`config.mk`:
```
export PLATFORM = sky130hd
export DESIGN_NAME = exp_table
export DESIGN_NICKNAME = d
export VERILOG_FILES = /design/src/rtl/exp_table.sv
export SDC_FILE = /design/constraint.sdc
export NUM_CORES = 1
export LEC_CHECK = 0
export CELL_PAD_IN_SITES_DETAIL_PLACEMENT = 0
export CELL_PAD_IN_SITES_GLOBAL_PLACEMENT = 2
export CORE_MARGIN = 2
export CORE_UTILIZATION = 40
export DETAILED_ROUTE_END_ITERATION = 6
export DONT_BUFFER_PORTS = 1
export PLACE_DENSITY = 0.81
export SYNTH_ARGS = -nofsm -noshare
export SYNTH_HDL_FRONTEND = slang
export SYNTH_SLANG_ARGS = --single-unit
export TNS_END_PERCENT = 10
```
`constraint.sdc`:
```
create_clock -name clk_i -period 5.22 [get_ports clk_i]
set_input_delay 1.044 -clock clk_i [delete_from_list [all_inputs] [get_ports clk_i]]
set_output_delay 1.044 -clock clk_i [all_outputs]
set_load 0.005 [all_outputs]
```
`src/rtl/exp_table.sv`:
```
// Expected (address, data) table: synchronous write and clear, combinational read.
module exp_table #(
  parameter int unsigned ADDR_W = 32,
  parameter int unsigned DATA_W = 32,
  parameter int unsigned DEPTH  = 8,
  parameter int unsigned IDX_W  = 3
) (
  input  logic              clk_i,
  input  logic              rst_i,
  input  logic              we_i,
  input  logic [IDX_W-1:0]  wr_idx_i,
  input  logic [ADDR_W-1:0] wr_addr_i,
  input  logic [DATA_W-1:0] wr_data_i,
  input  logic [IDX_W-1:0]  rd_idx_i,
  output logic [ADDR_W-1:0] rd_addr_o,
  output logic [DATA_W-1:0] rd_data_o
);

  logic [ADDR_W-1:0] addr_q [DEPTH];
  logic [DATA_W-1:0] data_q [DEPTH];

  always_ff @(posedge clk_i) begin
    if (rst_i) begin
      for (int i = 0; i < int'(DEPTH); i++) begin
        addr_q[i] <= '0;
        data_q[i] <= '0;
      end
    end else if (we_i && (32'(wr_idx_i) < DEPTH)) begin
      addr_q[wr_idx_i] <= wr_addr_i;
      data_q[wr_idx_i] <= wr_data_i;
    end
  end

  always_comb begin
    rd_addr_o = '0;
    rd_data_o = '0;
    if (32'(rd_idx_i) < DEPTH) begin
      rd_addr_o = addr_q[rd_idx_i];
      rd_data_o = data_q[rd_idx_i];
    end
  end

endmodule

```
==> results_dict.tcl <==
set metrics [dict create \
    outcome "completed" \
    fp.dieH_um 242 \
    synth_fp_nets 1517 \
    cts-root-buf "clkbuf_16" \
    path_class "in -> out" \
    numPortBuffers 0 \
    wire_per_inst_um 24.6 \
    p_sw_mw 1.98 \
    path_cells "mux4_2, mux2_2" \
    post_cts_buffers 0 \
    syn_avg_cell_area_um2 15.7 \
    dp.cells 2072 \
    grt_usage 0.185 \
    cts_buffers 54 \
    critical_path_required_ps 4180 \
    clk_pin_slew_ps 60 \
    grt_first_pass_wirelength_um 82300 \
    hold_class "in -> reg" \
    ir_drop_mv 0.230 \
    antenna_found_initial 1 \
    finalCriticalPeriod_ps 3030 \
    rsz0062_at_grt "no" \
    slew_viol_final 0 \
    post_cts_resized 0 \
    vias 12400 \
    ys_types 16 \
    slew_headroom 0.252 \
    postCtsHoldBufs 0 \
    core_area_um2 56200 \
    drtIter0Drc 825 \
    clock_path_buffers 3 \
    pwr-share-clk 0.389 \
    yosysSeqAreaShare 0.679 \
    synth.area.top_cells "edfxtp_1 (68%), mux4_2 (13%), nor3_1 (11%)" \
    comb_power_share 0.077 \
    grt_pass1_vias 13100 \
    drc 0 \
    powerDensity_nw_per_um2 366 \
    hpwl_um 26900 \
    hold_slack_ps 810 \
    die-area_um2 58600 \
    power_switching_share 0.219 \
    power_leakage_nw 7.25 \
    via_per_inst 5.74 \
    rows 87 \
    yosys_warnings 0 \
    io_pins 137 \
    timing.fmax_mhz 330 \
    hold_viol_final 0 \
    seqPwrFrac 0.534 \
    gp_congestion 0.700 \
    crit_arrival_ps 1980 \
    drt_first_pass_iters 4 \
    yosysTopAreaCell "edfxtp_1" \
    cap_violations 0 \
    cpPeakStageDelay_ps 550 \
    critPathLaunchType "input pin" \
    critPathMaxFanout 128 \
    path_delay_family "multiplexers" \
    nets 1445 \
    synth.top_cell.area_share 0.679 \
    synthToLayoutAreaGrowth_pct 9.33 \
    initial_core_util 0.403 \
    final_cells 2167 \
    syn-instance-count 1444 \
    crit_buf_inv 0 \
    tightest_slew_ps 1120 \
    overflow 0 \
    dieWidth_um 242 \
    routed_wl_um 53400 \
    drive_gt1_frac 0.205 \
    htree_levels 2 \
    cp-end-kind "output port" \
    fin_crit_sh 0.580 \
    slowest_stage "mux4_2" \
    grt_max_degree 129 \
    cts_sinks 512 \
    cts_tree "yes" \
    syn_area_um2 22700 \
    intPower_mw 7.08 \
    ant_nets 0 \
    ys_ff_latch 512 \
    setup_viol 0 \
]
[Yosys cell counts]
| cell type | instances |
|---|---|
| o21bai_1 | 8 |
| clkbuf_1 | 79 |
| nor3_1 | 512 |
| mux2_2 | 64 |
| buf_1 | 11 |
| edfxtp_1 | 512 |
| nand2b_1 | 2 |
| buf_6 | 21 |
| nand3b_1 | 1 |
| buf_2 | 35 |
| nand2_1 | 1 |
| mux4_2 | 128 |
| or2_2 | 1 |
| or3b_1 | 1 |
| clkinv_1 | 64 |
| buf_4 | 4 |
[layout by cell type, fill, tap and decap left out]
cell type / n
mux4_2: 128
clkinvlp_4: 1
buf_4: 17
mux2_2: 64
nand3b_1: 1
o21bai_4: 8
nand2_4: 1
clkinv_1: 78
nand2b_4: 2
or3b_4: 1
clkbuf_16: 57
bufinv_16: 1
or2_4: 1
diode_2: 1
edfxtp_1: 512
clkinv_2: 3
nor3_1: 512
buf_12: 5
clkbuf_1: 18
[sequential cells by signal, summed over array words and instances (netlist names)]
register,flops
data_q,256
addr_q,256
[cell type report]
class / count / area, um2
flip-flops and latches: 512 / 15400
clock inverters: 19 / 105
well taps: 756 / 946
diodes: 1 / 2.50
inverters: 64 / 240
repair buffers: 22 / 228
fillers: 5038 / 31400
clock buffers: 75 / 1490
multi-input cells: 718 / 6380
[power groups by stage]
| stage | registers [mW] | clock network, mW | logic, mW |
|---|---|---|---|
| floorplan | 4.92 | 0 | 0.561 |
| global placement | 4.91 | 0 | 0.708 |
| detailed placement | 4.93 | 0 | 0.712 |
| CTS | 4.85 | 3.61 | 0.715 |
| global route | 4.86 | 3.78 | 0.752 |
| finish | 4.84 | 3.53 | 0.696 |
[logic make-up after synthesis]
| kind of cell | synth area share |
|---|---|
| compound gates | 0.00265 |
| simple gates | 0.115 |
| mux | 0.159 |
| flops | 0.679 |
| buf+inv | 0.0450 |
[per-stage QoR]
step            util  setup slack [ps]  setup TNS, ps  power [mW]  area, um2
2_1_floorplan      -              -148         -37810        5.48      22700
3_3_place_gp   0.413              1860              0        5.62      23200
3_5_place_dp   0.413              1860              0        5.64      23200
4_1_cts        0.441              2200              0        9.17      24800
5_1_grt        0.441              2210              0        9.40      24800
6_report       0.441              2190              0        9.06      24800
[final timing paths]
path | start | end | cells after the start
worst max-delay path | rd_idx_i[0] | rd_data_o[6] | 2
worst min-delay path | wr_addr_i[7] | addr_q[6][7] | 2
[routing by layer]
metal	wire length (um)	vias up	share of wire	track usage
li1	-	5559	-	-
met1	21100	6522	0.40	0.230
met2	28100	284	0.53	0.325
met3	3050	74	0.057	0.0380
met4	1090	2	0.020	0.0550
met5	8	-	0.00015	0
No activity file was read; power rests on OpenSTA's default activity.
